<file path="src/rtl/keypad_lock_ctrl.sv">
// Keypad code lock: one-hot keys in, BCD display nibbles, status flags and buzzer out.
// Wrong-code lockout with a BCD countdown and a distinct tone per event class.
module keypad_lock_ctrl #(
    parameter int                  DIGITS    = 3,
    parameter logic [4*DIGITS-1:0] PASSWORD  = 'h246,
    parameter int                  MAX_TRIES = 3,
    parameter int                  LOCK_SECS = 20,
    parameter int                  CLK_HZ    = 50_000_000,
    parameter int                  CLICK_HP  = 50_000,
    parameter int                  OK_HP     = 25_000,
    parameter int                  FAIL_HP   = 100_000
) (
    input  logic                           clk,
    input  logic                           RSTn,
    input  logic [15:0]                    onehot,
    output logic [4*DIGITS-1:0]            disp,
    output logic [$clog2(DIGITS+1)-1:0]    entered,
    output logic [$clog2(MAX_TRIES+1)-1:0] tries,
    output logic                           unlocked,
    output logic                           lockout,
    output logic [7:0]                     secs_left,
    output logic                           buzzer
);
    localparam int EW = $clog2(DIGITS+1);
    localparam int TW = $clog2(MAX_TRIES+1);
    localparam int CW = $clog2(CLK_HZ) + 1;

    localparam logic [1:0] S_ENTRY = 2'd0, S_OPEN = 2'd1, S_LOCK = 2'd2;
    localparam logic [1:0] T_NONE = 2'd0, T_CLICK = 2'd1, T_OK = 2'd2, T_FAIL = 2'd3;

    localparam logic [7:0]          LOCK_BCD = 8'(((LOCK_SECS / 10) << 4) | (LOCK_SECS % 10));
    localparam logic [4*DIGITS-1:0] BLANK    = '1;
    localparam logic [4*DIGITS-1:0] ALL_A    = {DIGITS{4'hA}};
    localparam logic [CW-1:0]       PRE_MAX  = CW'(CLK_HZ - 1);
    localparam logic [CW-1:0]       GAP_LO   = CW'(CLK_HZ / 10);
    localparam logic [CW-1:0]       GAP_HI   = CW'(CLK_HZ / 5);

    logic [1:0]          state, state_n;
    logic [15:0]         last_key;
    logic [4*DIGITS-1:0] disp_n;
    logic [EW-1:0]       entered_n;
    logic [TW-1:0]       tries_n, tries_inc;
    logic [7:0]          secs_n, secs_dec;
    logic [CW-1:0]       presc, presc_n;
    logic [1:0]          req;

    logic                key_ev, is_dig, k_enter, k_clear, k_reset;
    logic [3:0]          key_dig;
    logic [4*DIGITS+3:0] shift_w;
    logic [4*DIGITS+7:0] lock_w;

    // Edge-detect on the raw code; a held key produces exactly one event.
    assign key_ev = (onehot != last_key) && (onehot != 16'd0) && ((onehot & (onehot - 16'd1)) == 16'd0);

    always_comb begin
        is_dig  = 1'b1;
        key_dig = 4'd0;
        k_enter = 1'b0;
        k_clear = 1'b0;
        k_reset = 1'b0;
        case (onehot)
            16'h0008: key_dig = 4'd0;
            16'h0080: key_dig = 4'd1;
            16'h0040: key_dig = 4'd2;
            16'h0020: key_dig = 4'd3;
            16'h0800: key_dig = 4'd4;
            16'h0400: key_dig = 4'd5;
            16'h0200: key_dig = 4'd6;
            16'h8000: key_dig = 4'd7;
            16'h4000: key_dig = 4'd8;
            16'h2000: key_dig = 4'd9;
            16'h0001: begin is_dig = 1'b0; k_enter = 1'b1; end
            16'h1000: begin is_dig = 1'b0; k_clear = 1'b1; end
            16'h0100: begin is_dig = 1'b0; k_reset = 1'b1; end
            default:  is_dig = 1'b0;
        endcase
    end

    assign shift_w   = {disp, key_dig};
    assign tries_inc = tries + TW'(1);
    assign secs_dec  = (secs_left[3:0] == 4'd0) ? {secs_left[7:4] - 4'd1, 4'd9}
                                                : {secs_left[7:4], secs_left[3:0] - 4'd1};
    assign lock_w    = {BLANK, secs_n};

    always_comb begin
        state_n   = state;
        disp_n    = disp;
        entered_n = entered;
        tries_n   = tries;
        secs_n    = secs_left;
        presc_n   = presc;
        req       = T_NONE;
        case (state)
            S_ENTRY: if (key_ev) begin
                if (is_dig && entered != EW'(DIGITS)) begin
                    disp_n    = shift_w[4*DIGITS-1:0];
                    entered_n = entered + EW'(1);
                    req       = T_CLICK;
                end else if (k_clear || k_reset) begin
                    disp_n    = BLANK;
                    entered_n = '0;
                    req       = T_CLICK;
                    if (k_reset) tries_n = '0;
                end else if (k_enter && entered == EW'(DIGITS)) begin
                    entered_n = '0;
                    if (disp == PASSWORD) begin
                        state_n = S_OPEN;
                        tries_n = '0;
                        disp_n  = ALL_A;
                        req     = T_OK;
                    end else begin
                        req = T_FAIL;
                        if (tries_inc == TW'(MAX_TRIES)) begin
                            state_n = S_LOCK;
                            tries_n = '0;
                            secs_n  = LOCK_BCD;
                            presc_n = '0;
                            disp_n  = lock_w[4*DIGITS-1:0];
                        end else begin
                            tries_n = tries_inc;
                            disp_n  = BLANK;
                        end
                    end
                end
            end
            S_OPEN: if (key_ev && (k_enter || k_reset)) begin
                state_n   = S_ENTRY;
                disp_n    = BLANK;
                entered_n = '0;
                req       = T_CLICK;
            end
            S_LOCK: begin
                if (presc == PRE_MAX) begin
                    presc_n = '0;
                    if (secs_left == 8'h01) begin
                        state_n = S_ENTRY;
                        secs_n  = 8'h00;
                        disp_n  = BLANK;
                    end else begin
                        secs_n = secs_dec;
                        disp_n = lock_w[4*DIGITS-1:0];
                    end
                end else begin
                    presc_n = presc + CW'(1);
                end
            end
            default: state_n = S_ENTRY;
        endcase
    end

    always_ff @(posedge clk or negedge RSTn) begin
        if (!RSTn) begin
            state     <= S_ENTRY;
            last_key  <= 16'd0;
            disp      <= BLANK;
            entered   <= '0;
            tries     <= '0;
            secs_left <= 8'h00;
            presc     <= '0;
        end else begin
            state     <= state_n;
            last_key  <= onehot;
            disp      <= disp_n;
            entered   <= entered_n;
            tries     <= tries_n;
            secs_left <= secs_n;
            presc     <= presc_n;
        end
    end

    assign unlocked = (state == S_OPEN);
    assign lockout  = (state == S_LOCK);

    logic [1:0]    tone;
    logic [CW-1:0] tcnt, hcnt, tone_len, tone_hp;
    logic          sq;

    always_comb begin
        tone_len = CW'(CLK_HZ / 5);
        tone_hp  = CW'(CLICK_HP - 1);
        case (tone)
            T_OK:    begin tone_len = CW'(3 * CLK_HZ / 5);  tone_hp = CW'(OK_HP - 1);   end
            T_FAIL:  begin tone_len = CW'(3 * CLK_HZ / 10); tone_hp = CW'(FAIL_HP - 1); end
            default: ;
        endcase
    end

    // A new request always restarts the tone, even over one already playing.
    always_ff @(posedge clk or negedge RSTn) begin
        if (!RSTn) begin
            tone <= T_NONE;
            tcnt <= '0;
            hcnt <= '0;
            sq   <= 1'b0;
        end else if (req != T_NONE) begin
            tone <= req;
            tcnt <= '0;
            hcnt <= '0;
            sq   <= 1'b1;
        end else if (tone != T_NONE) begin
            if (tcnt == tone_len - CW'(1)) begin
                tone <= T_NONE;
                sq   <= 1'b0;
            end else begin
                tcnt <= tcnt + CW'(1);
                if (hcnt == tone_hp) begin
                    hcnt <= '0;
                    sq   <= ~sq;
                end else begin
                    hcnt <= hcnt + CW'(1);
                end
            end
        end
    end

    // Failure tone is two bursts separated by a silent gap.
    assign buzzer = (tone != T_NONE) && sq && !(tone == T_FAIL && tcnt >= GAP_LO && tcnt < GAP_HI);
endmodule

</file>
<file path="config.mk">
export PLATFORM = sky130hd
export DESIGN_NAME = keypad_lock_ctrl
export DESIGN_NICKNAME = d
export VERILOG_FILES = /design/src/rtl/keypad_lock_ctrl.sv
export SDC_FILE = /design/constraint.sdc
export NUM_CORES = 1
export LEC_CHECK = 0
export BUFFER_PORTS_ARGS = -buffer_cell sky130_fd_sc_hd__clkbuf_2
export CAP_MARGIN = 30
export CORE_MARGIN = 2
export CORE_UTILIZATION = 56
export CTS_BUF_LIST = sky130_fd_sc_hd__clkbuf_8 sky130_fd_sc_hd__clkbuf_16
export CTS_CLUSTER_DIAMETER = 100
export CTS_CLUSTER_SIZE = 12
export DETAILED_ROUTE_END_ITERATION = 10
export PLACE_DENSITY_LB_ADDON = 0.08
export REMOVE_ABC_BUFFERS = 1
export SKIP_LAST_GASP = 1
export SYNTH_ARGS = -nofsm -noshare
export SYNTH_HDL_FRONTEND = slang
export SYNTH_SLANG_ARGS = --single-unit
</file>
<file path="constraint.sdc">
create_clock -name clk -period 2.39 [get_ports clk]
set_input_delay 0.717 -clock clk [delete_from_list [all_inputs] [get_ports clk]]
set_output_delay 0.717 -clock clk [all_outputs]
set_load 0.02 [all_outputs]
</file>
; ---- Yosys cells after proc, flatten, opt, wreduce, memory -nomap -nowiden
; Index checks and enable logic that the tools add are counted.
[totals]
register_bits = 126
latchBits = 0
ram_bits = 0
rom_bits = 0
inputBits = 18
out_inout_bits = 27
n_memories = 0
[op_classes]
addsub = 9
mul = 0
n_div = 0
order_cmp = 2
eq_ne = 39
shift = 0
mux = 76
bitwise = 3
reduce_logical = 34
[op_table]
columns = operator, count
row1 = 27-bit two-way mux, 14
row2 = 8-bit two-way mux, 11
row3 = "27-bit by 1-bit adder with 27-bit output, second input constant", 3
row4 = 12-bit two-way mux, 6
row5 = 27-bit == test, 2
row6 = 27-bit case mux with 2 select lines, 1
row7 = 2-bit two-way mux, 25
row8 = 25-bit case mux with 2 select lines, 1
row9 = 12-bit case mux with 3 select lines, 1
row10 = 4-bit case mux with 9 select lines, 1
row11 = 17-bit case mux with 2 select lines, 1
row12 = "27-bit by 26-bit == test with 1-bit output, second input constant", 1
row13 = "27-bit by 23-bit >= comparator with 1-bit output, second input constant", 1
row14 = "27-bit by 24-bit < comparator with 1-bit output, second input constant", 1
row15 = "27-bit by 1-bit subtractor with 27-bit output, second input constant", 1
row16 = "2-bit != test, second input constant", 9
row17 = 16-bit bitwise AND, 1
row18 = "16-bit by 1-bit == test with 1-bit output, second input constant", 1
row19 = "16-bit by 10-bit == test with 1-bit output, second input constant", 1
row20 = "16-bit by 11-bit == test with 1-bit output, second input constant", 1
row21 = "16-bit by 12-bit == test with 1-bit output, second input constant", 1
row22 = "16-bit by 13-bit == test with 1-bit output, second input constant", 1
row23 = "16-bit by 14-bit == test with 1-bit output, second input constant", 1
row24 = "16-bit by 15-bit == test with 1-bit output, second input constant", 1
row25 = 38 further kinds, 76

; ---- Longest topological paths before layout
; Gate-level depths: netlist of run 1.
[logic_depth]
depth_word = 16
mapped_depth = 11

; ---- Worst setup path before layout of run 1
; Ideal clock, no wire load.
[synth_path]
kind = in2reg
start = input port onehot[2]
end = register disp[9]
setup_ns = 0.079
t_arrival_ns = 3.387
required_ns = 2.311
slack_ns = -1.076
cell_stages = 10
n_path_buf = 2
cell_sequence = buf_2 -> or4_4 -> or3_1 -> maj3_1 -> a21oi_1 -> o211ai_2 -> a2111o_1 -> buf_2 -> nor3_1 -> nor2_1
[synth_via]
elab_chain_cells = 7
word_cells_on_any_way = 38
cone_classes = add/sub (1) / eq/ne (17) / mux (8) / bitwise (1) / reduce/logical (11)
[synth_lines]
columns = item, line
row1 = from (decl), 15  ; input logic [15:0] onehot,
row2 = 16-bit by 1-bit subtractor with 16-bit output (tied with other cells), 53  ; assign key_ev = (onehot != last_key) && (onehot != 16'd0) && ((onehot & (onehot - 16'd1)) == 16'd0);
row3 = 16-bit bitwise AND (tied with other cells), 53
row4 = 16-bit logical NOT (tied with other cells), 53
row5 = 1-bit logical AND (tied with other cells), 53
row6 = 1-bit logical AND / 12-bit two-way mux (equally long branches), "126, 95"
row7 = 2-bit by 1-bit != test with 1-bit output (no line) / 12-bit two-way mux (equally long branches), --
row8 = 5-bit AND reduction (no line) / 12-bit case mux with 3 select lines (equally long branches), --
row9 = to (signal assigned), 163  ; disp <= disp_n;
row10 = to (decl), 16  ; output logic [4*DIGITS-1:0] disp,
; Several ways; a longest one is shown, not always the timed one. The select of a mux whose other input is x is not followed.
; A chain may end at the register's enable or synchronous reset.

; ---- Worst setup path after layout of run 1
[layout_path]
start = register tcnt[7]
end = output port buzzer
[layout_via]
elab_chain_cells = 5
word_cells_on_any_way = 6
cone_classes = order compare (2) / reduce/logical (4)
[layout_lines]
columns = item, line
row1 = from (decl), 175  ; logic [CW-1:0] tcnt, hcnt, tone_len, tone_hp;
row2 = from (signal assigned), 205  ; tcnt <= tcnt + CW'(1);
row3 = 27-bit by 23-bit >= comparator with 1-bit output, 217  ; assign buzzer = (tone != T_NONE) && sq && !(tone == T_FAIL && tcnt >= GAP_LO && tcnt < GAP_HI);
row4 = 1-bit logical AND, 217
row5 = 1-bit logical AND *, 217
row6 = 1-bit logical NOT *, 217
row7 = 1-bit logical AND *, 217
row8 = to (decl), 22  ; output logic buzzer
; Mark *: on every way between the ends. The rest lies on a longest branch, timed or not.

==> results of run 1 <==
[synthesized netlist by cell type (all sizes together), types with 9 or more instances]
cell type,number,area (um2)
nor4b,9,78.8
inv,26,97.6
o21ai,40,200
and3,19,119
ha,13,163
a21oi,33,165
xor2,30,263
nor4,31,228
nor3,28,140
clkbuf,32,120
xnor2,41,359
buf,18,85.1
nand2b,10,62.6
or3,13,81.3
nor2,121,454
nand4,32,200
a21o,15,113
dfstp,12,315
dfrtp,114,2850
nand2,72,270
nand3,38,190
o22ai,12,75.1
[sequential cells by signal, summed over array words and instances, names as in the netlist]
name / cells
hcnt: 27
presc: 27
tcnt: 27
last_key: 16
disp: 12
secs_left: 8
entered: 2
state: 2
tone: 2
tries: 2
sq: 1
[cells in the final DEF, fill, tap and decap left out, drive strengths merged, types with 6 or more instances in the layout]
cell type / synthesis / layout
and3: 19 / 19
inv: 26 / 28
dfstp: 12 / 12
a31oi: 8 / 8
nand4: 32 / 32
or3: 13 / 13
or4: 8 / 8
nand2b: 10 / 10
o211ai: 6 / 6
nor4: 31 / 31
nor3b: 7 / 7
buf: 18 / 181
o22ai: 12 / 12
xor2: 30 / 30
nor2: 121 / 121
a21oi: 33 / 33
xnor2: 41 / 41
o21ai: 40 / 40
or2: 6 / 6
o31ai: 6 / 6
nand3: 38 / 38
nor4b: 9 / 9
ha: 13 / 13
nor3: 28 / 28
a21o: 15 / 15
and2: 6 / 6
clkbuf: 32 / 61
nand2: 72 / 72
nand4b: 8 / 8
dfrtp: 114 / 114
[power by group]
part           total [W]  internal (W)  switching [W]  leakage [nW]
sequential       0.00257       0.00235       0.000212          1.52
combinational    0.00273       0.00113        0.00161          2.87
clock            0.00291       0.00191       0.000998         0.308
total            0.00821       0.00539        0.00282          4.69
[repair_timing]
item / 4_1_cts / 5_1_grt
cloned: 7 / 1
setup buffers: 16 / 8
endpoints found under the setup margin: 111 / 111
resized for setup: 110 / 107
pin swaps: 34 / 49
[stage by stage]
step | area, um2 | power (W) | cells
after global routing | 11100 | 0.00853 | 1268
after global placement | 9230 | 0.00448 | 1207
final | 11100 | 0.00821 | 1268
after CTS | 10600 | 0.00799 | 1262
after floorplan | 7530 | 0.00363 | 837
after detailed placement | 9230 | 0.00453 | 1207
[kinds of logic after synthesis]
logic type,share of synthesized area [%]
flip-flops,40.9
multiplexers,0.792
adder cells (fa/ha/maj),2.36
AO/OA/AOI/OAI,14.9
buffers and inverters,3.91
XOR/XNOR,8.04
AND/OR/NAND/NOR,29.1
[cell type report]
cell class | instances | area share, %
clock buffer | 19 | 4.09
clock inverter | 13 | 1.90
sequential | 126 | 28.6
timing repair buffer | 223 | 17.0
multi-input combinational | 685 | 45.5
inverter | 26 | 0.882
tap | 176 | 1.99
[worst max-delay path, cell delays in order (launching register included)]
cell and delay, ns:
dfrtp_1 0.41, o211ai_1 0.25, o21ai_1 0.09, a21oi_1 0.15
nor2_1 0.08, o311ai_1 0.30, o41ai_2 0.14, a21oi_1 0.25
buf_4 0.19
[routing by layer]
metal  up-vias  part of all wire [%]  track usage, %
li1       3620                     -               -
met1      3928                    39            41.0
met2       404                    51            56.9
met3       113                   6.2            5.24
met4         0                   4.1            11.7
met5         -                     0               0
[worst min path at each step]
stage / depth (start not counted) / slack, ns / to
4_1_cts: 1 / 0.27 / last_key[3]
3_3_place_gp: 2 / 0.47 / disp[10]
6_report: 1 / 0.26 / last_key[2]
5_1_grt: 1 / 0.29 / last_key[1]
2_1_floorplan: 0 / 0.42 / entered[0]
3_5_place_dp: 2 / 0.47 / disp[8]
==> flow_summary.toml, run 1 <==
[placement]
portBuffers = 44
place_hpwl_um = 15200
gp_congestion = 0.916
place_ws_ns = -1.18

[floorplan]
dieArea_um2 = 14800
die_h_um = 122
num_rows = 42
coreArea_um2 = 13300
die_w_um = 122
top_level_ports = 45
initial_utilization_pct = 58.0

[critical_path]
endpoint_kind = "output pin"
cp-start-kind = "flip-flop"
worstPathArrival_ns = 2.29
worstPathRequired_ns = 1.67
critPathKind = "reg -> out"
r2r_setup_slack_ns = -0.26
critPathMaxFanout = 3
r2r_end = "tcnt[25]"
timing.rr.start = "tcnt[7]"
worstSetupEndpoint = "buzzer"
rr_worst_depth = 11
crit_start = "tcnt[7]"

[sta]
period_minus_slack_ns = 3.00
hold_viol_final = 0
fmaxAchievable_mhz = 333
worstMarginPinSlew_ns = 0.587
rsz0062_at_grt = "true"
drv_slew = 0
final.setup_skew_ns = 0.0117
setup-tns-final_ns = -46.36
slew_headroom_pct = 60.5
hold-worst-slack_ns = 0.263
setup_violations = 111
setup_ws_ns = -0.613
finalCritPeriodShare_pct = 126

[synth]
synthesis.area_um2 = 7740
synth.avg_cell_area_um2 = 8.72
yosysWarnings = 0
syn_inst = 887
synth_seq_area_share_pct = 40.9
synth-seq-cells = 126
yosysUniqueCellTypes = 75
synth_edf_count = 0
ys.flop_type = "dfrtp_1"
async_flop_share_pct = 100

[layout]
synthToLayoutAreaGrowth_pct = 43.0
nets = 1110
antenna_cells = 0
drive_gt1_share_pct = 37.2
regArea_um2 = 3170
fillers = 782
utilization_pct = 82.9
multi_input_area_um2 = 5030

[route]
drtAntennaViolNets = 0
drtIter0Drc = 779
firstDrtPassIters = 6
vias = 8065
routed_wl_um = 25200
viasPerCell = 6.36
routedWlPerCell_um = 19.8
post-route-drc-count = 0

[pwr]
p_leak_nw = 4.69
power_density_nw_per_um2 = 742
peakVddDrop_uv = 802

[clock_network]
cts_tree = "yes"
cts-root-buf = "clkbuf_16"
cts_max_level = 4
cts_buffer_depth = 2
cts_hold_buf = 0
cts_buffers = 17
clk_transition_reported_paths_ns = 0.06
worstSkewPairLatency_ns = 0.42
cts_sinks = 126

[flow_run]
maxCapViolations = 0

[worst_hold_path]
min_path_type = "in -> async"

[status]
status = "finished with violations"
violations = "negative setup slack"

[global_route]
grt_pass1_wl_um = 38400
grt_use_total_pct = 32.6
grt_max_degree = 49
grt_pass1_vias = 7943
overflow = 0
antenna_found_initial = 0
Power figures use the tool's default switching activity.
==> run 2: changes to the inputs <==
- CELL_PAD_IN_SITES_DETAIL_PLACEMENT: unset -> 0
- CELL_PAD_IN_SITES_GLOBAL_PLACEMENT: unset -> 1
- CORE_UTILIZATION: 56 -> 43
- SETUP_SLACK_MARGIN: unset -> 0.05
==> run 2 against run 1 <==
- cell count is 6.2% higher
- design area grew 5.6%
- largest cell class unchanged
- largest power group is now combinational logic
- first-iteration DRC count is 30% lower
- sequential share of layout area is 1.5 points lower
- via count decreased by 3.9%
- wire length shrank 4.4%
- the run still ends with negative setup slack left
- non-clock buffer count increased by 27
- clock skew up 0.0021 ns
==> flow_summary.toml, run 2 (same netlist as run 1, synthesis figures left out) <==
[pwr]
peakVddDrop_uv = 544
power.switching_w = 0.00280
switching_share_pct = 34.8
p_leak_nw = 4.86
cellInternalPower_w = 0.00525
power_density_nw_per_um2 = 689
clkPwrFrac_pct = 33.7
power.total_w = 0.00806
p_seq_share_pct = 31.1
p_comb_share_pct = 35.2

[layout]
drive_gt1_share_pct = 41.5
synthToLayoutAreaGrowth_pct = 51.0
regArea_um2 = 3170
antenna_cells = 0
fillers = 1422
final_common_cell = "buf_4"
largestRegisters = "hcnt (27), presc (27), tcnt (27)"
finalNonFillerCells = 1347
utilization_pct = 65.7
nets = 1137
final_cell_mix = "buf_4 (149), dfrtp_1 (114), nor2_1 (72)"
multi_input_area_um2 = 5330

[critical_path]
critPathKind = "in -> reg"
critPathMaxFanout = 8
endpoint_kind = "flip-flop"
worstPathRequired_ns = 2.74
worstPathArrival_ns = 3.40
cp-start-kind = "primary input"

[floorplan]
top_level_ports = 45
coreArea_um2 = 17800
initial_utilization_pct = 43.5
num_rows = 49
die_h_um = 138
die_w_um = 138
dieArea_um2 = 19100

[sta]
hold_viol_final = 0
slew_headroom_pct = 55.4
setup-tns-final_ns = -51.53
drv_slew = 0
worstMarginPinSlew_ns = 0.668
finalCritPeriodShare_pct = 128
fmaxAchievable_mhz = 328
final.setup_skew_ns = 0.0138
setup_violations = 111
period_minus_slack_ns = 3.05
setup_ws_ns = -0.661
rsz0062_at_grt = "true"

[global_route]
grt_use_total_pct = 24.6
grtUsageMet3_pct = 4.61
grt_max_degree = 79
grt_pass1_wl_um = 38600
grt.busiest_layer = "met2"
overflow = 0
groute.layer.met1.usage_pct = 32.8
antenna_found_initial = 0
met2_usage_pct = 40.7
grt_pass1_vias = 7641

[status]
status = "finished with violations"
violations = "negative setup slack"

[clock_network]
cts_buffers = 17
cts_max_level = 4
worstSkewPairLatency_ns = 0.43
cts_buffer_depth = 2
clk_transition_reported_paths_ns = 0.06
cts_tree = "yes"
cts_sinks = 126
cts-root-buf = "clkbuf_16"

[route]
firstDrtPassIters = 5
routedWlPerCell_um = 17.9
viasPerCell = 5.75
drtAntennaViolNets = 0
vias = 7751
routed_wl_um = 24100
post-route-drc-count = 0
drtIter0Drc = 548

[placement]
gp_congestion = 0.855
place_hpwl_um = 15600
portBuffers = 44
dp_cells = 1281

[worst_hold_path]
min_path_type = "in -> async"

[flow_run]
maxCapViolations = 0
[run 2: cell count changes in the layout (fill, tap and decap cells not counted), moves of 6 or more]
cell     before  now
a21oi_2       7   13
nor2_4       28   38
nor2_2        4   11
a21oi_1      24   17
nor2_1       89   72
buf_6        29   39
buf_4       138  149
[run 2: stage by stage]
stage | area, um2 | hold WS (ns) | setup slack, ns
after floorplan | 7530 | 0.421 | -2.23
after detailed placement | 9450 | 0.472 | -1.15
after global routing | 11700 | 0.302 | -0.721
after global placement | 9450 | 0.462 | -1.12
after CTS | 10900 | 0.296 | -0.617
final | 11700 | 0.288 | -0.661
[run 2: final timing paths]
check	startpoint	endpoint	slack, ns	cells after the start
min in group clk	disp[8]	disp[8]	0.48	2
min reg2reg	disp[8]	disp[8]	0.48	2
max	onehot[0]	disp[10]	-0.66	10
max reg2reg	hcnt[0]	hcnt[24]	-0.24	9
min	RSTn	last_key[14]	0.29	2
max in group asynchronous	RSTn	hcnt[23]	1.70	2
[run 2: area by class of cell]
| type | count | share of cell area (%) |
|---|---|---|
| Clock buffer | 19 | 3.88 |
| Clock inverter | 12 | 1.37 |
| Inverter | 26 | 0.835 |
| Multi-Input combinational cell | 685 | 45.6 |
| Sequential cell | 126 | 27.1 |
| Tap cell | 229 | 2.45 |
| Timing Repair Buffer | 250 | 18.8 |
[run 2: power by group through the flow]
stage               logic [W]  registers, W  clock network, W
CTS                   0.00228       0.00249           0.00276
finish                0.00284       0.00250           0.00272
floorplan            0.000982       0.00265                 0
detailed placement    0.00215       0.00252                 0
global route          0.00303       0.00252           0.00287
global placement      0.00209       0.00251                 0
[run 2: what timing repair did]
action	CTS	global route
hold endpoints to repair	0	0
endpoints found under the setup margin	111	111
buffers inserted	20	12
cloned	7	4
hold buffers	0	0
resized for setup	123	167
pin swaps	59	75
[run 2: layer usage]
layer  routed length, um  share of wire [%]  up-vias
li1                    -                  -     3665
met1               10600                 44     3841
met2               12000                 50      202
met3                 917                3.8       43
met4                 484                2.0        0
met5                   0                  0        -
[run 2: critical path, cell delays in order]
cell      delay, ns
buf_6          0.09
or4_4          0.58
or3_4          0.39
maj3_2         0.35
a21oi_4        0.18
o211ai_4       0.11
buf_6          0.13
a2111o_2       0.55
buf_6          0.18
o21ai_2        0.12
==> run 3: changes to the inputs <==
- BUFFER_PORTS_ARGS: -buffer_cell sky130_fd_sc_hd__clkbuf_2 -> -buffer_cell sky130_fd_sc_hd__buf_2
==> run 3 against run 2 <==
- the run still ends with negative setup slack left
- die area stayed put
- register-to-register slack better by 0.03 ns
- design area decreased by 0.50%
- clock-buffer cell count unchanged
- non-clock buffer count increased by 4
- global-route usage is 0.50 points higher
- sequential power about the same
- sequential share of layout area grew 0.14 points
- worst hold slack worse by 0.048 ns
- critical endpoint is now disp[5]
- largest power group unchanged
==> flow_summary.toml, run 3 (same netlist as run 1, synthesis figures left out) <==
[status]
status = "finished with violations"
violations = "negative setup slack"

[flow_run]
maxCapViolations = 0

[route]
post-route-drc-count = 0
vias = 7729
routed_wl_um = 24200
routedWlPerCell_um = 17.9
viasPerCell = 5.72
firstDrtPassIters = 5
drtAntennaViolNets = 0
drtIter0Drc = 506

[layout]
final_common_cell = "buf_4"
final_cell_mix = "buf_4 (164), dfrtp_1 (114), nor2_1 (79)"
nets = 1141
antenna_cells = 0
drive_gt1_share_pct = 40.1
synthToLayoutAreaGrowth_pct = 50.3
largestRegisters = "hcnt (27), presc (27), tcnt (27)"

[critical_path]
rr_worst_depth = 9
timing.rr.start = "tcnt[10]"
critPathKind = "in -> reg"
cp-start-kind = "primary input"
endpoint_kind = "flip-flop"
r2r_end = "tcnt[22]"
critPathMaxFanout = 8
worstPathArrival_ns = 3.35
r2r_setup_slack_ns = -0.21
worstPathRequired_ns = 2.73

[pwr]
power.total_w = 0.00846
p_leak_nw = 4.96
power_density_nw_per_um2 = 728
peakVddDrop_uv = 589

[clock_network]
worstSkewPairLatency_ns = 0.42
cts_tree = "yes"
clk_transition_reported_paths_ns = 0.06
cts_max_level = 4
cts_buffers = 17
cts_sinks = 126
cts_buffer_depth = 2
cts-root-buf = "clkbuf_16"

[global_route]
grt_pass1_vias = 7849
grt_max_degree = 51
grt_use_total_pct = 25.1
antenna_found_initial = 0
grt_pass1_wl_um = 39600
overflow = 0

[sta]
hold-worst-slack_ns = 0.241
setup_violations = 111
finalCritPeriodShare_pct = 126
setup-tns-final_ns = -52.18
fmaxAchievable_mhz = 333
final.setup_skew_ns = 0.00781
period_minus_slack_ns = 3.01
drv_slew = 0
hold_viol_final = 0
rsz0062_at_grt = "true"
slew_headroom_pct = 50.3
worstMarginPinSlew_ns = 0.743
setup_ws_ns = -0.617

[placement]
portBuffers = 44
gp_congestion = 0.872
place_hpwl_um = 16000

[floorplan]
initial_utilization_pct = 43.5
dieArea_um2 = 19100
coreArea_um2 = 17800
top_level_ports = 45
die_w_um = 138
num_rows = 49
die_h_um = 138

[worst_hold_path]
min_path_type = "in -> async"
[run 3: changes by cell type in the layout (fill, tap and decap cells not counted), sizes merged]
cell      change
buf          +45
bufinv        +2
clkbuf       -41
clkinv        +2
clkinvlp      -1
inv           -2
[run 3: timing repair]
| item | 4_1_cts | 5_1_grt |
|---|---|---|
| hold buffers | 0 | 0 |
| cloned | 9 | 2 |
| setup endpoints to repair | 111 | 111 |
| buffers inserted | 30 | 6 |
| gates resized for setup | 152 | 86 |
| pin swaps | 66 | 61 |
[run 3: worst max-delay path by stage]
| stage | end | from | slack, ns |
|---|---|---|---|
| detailed placement | disp[5] | onehot[2] | -1.20 |
| global route | buzzer | tcnt[17] | -0.69 |
| finish | disp[5] | onehot[3] | -0.62 |
| CTS | disp[5] | onehot[1] | -0.59 |
| global placement | hcnt[3] | onehot[2] | -1.14 |
| floorplan | hcnt[3] | onehot[2] | -2.23 |
[run 3: metal layers]
layer,track usage [%],share of wire [%]
met1,33.2,44
met5,0,0
met4,6.93,1.6
met2,43.2,51
met3,3.64,3.1
[run 3: power by group]
group          switching [W]  total, W  internal, W
Clock                0.00102   0.00293      0.00191
Sequential          0.000144   0.00249      0.00235
Combinational        0.00168   0.00304      0.00136
Total                0.00284   0.00846      0.00562
[run 3: metrics by stage]
step / area, um2 / worst slack [ns] / cells / util (%)
2_1_floorplan: 7530 / -2.23 / 837 / -
3_3_place_gp: 9470 / -1.14 / 1282 / 53.3
3_5_place_dp: 9470 / -1.20 / 1282 / 53.3
4_1_cts: 11300 / -0.594 / 1351 / 63.3
5_1_grt: 11600 / -0.688 / 1352 / 65.4
6_report: 11600 / -0.617 / 1352 / 65.4
[run 3: worst max-delay path, stage by stage]
cell,delay [ns]
buf_6,0.09
or4_4,0.59
or3_4,0.41
maj3_2,0.33
a21oi_4,0.14
o211ai_2,0.12
a2111o_2,0.62
buf_6,0.18
nand2_1,0.06
o21ai_1,0.07
[run 3: final cells by class]
cell class	instances	area (um2)
sequential	126	3170
fill	1416	6150
multi-input combinational	685	5160
tap	229	287
timing repair buffer	254	2250
clock buffer	19	453
inverter	26	97.6
clock inverter	13	213
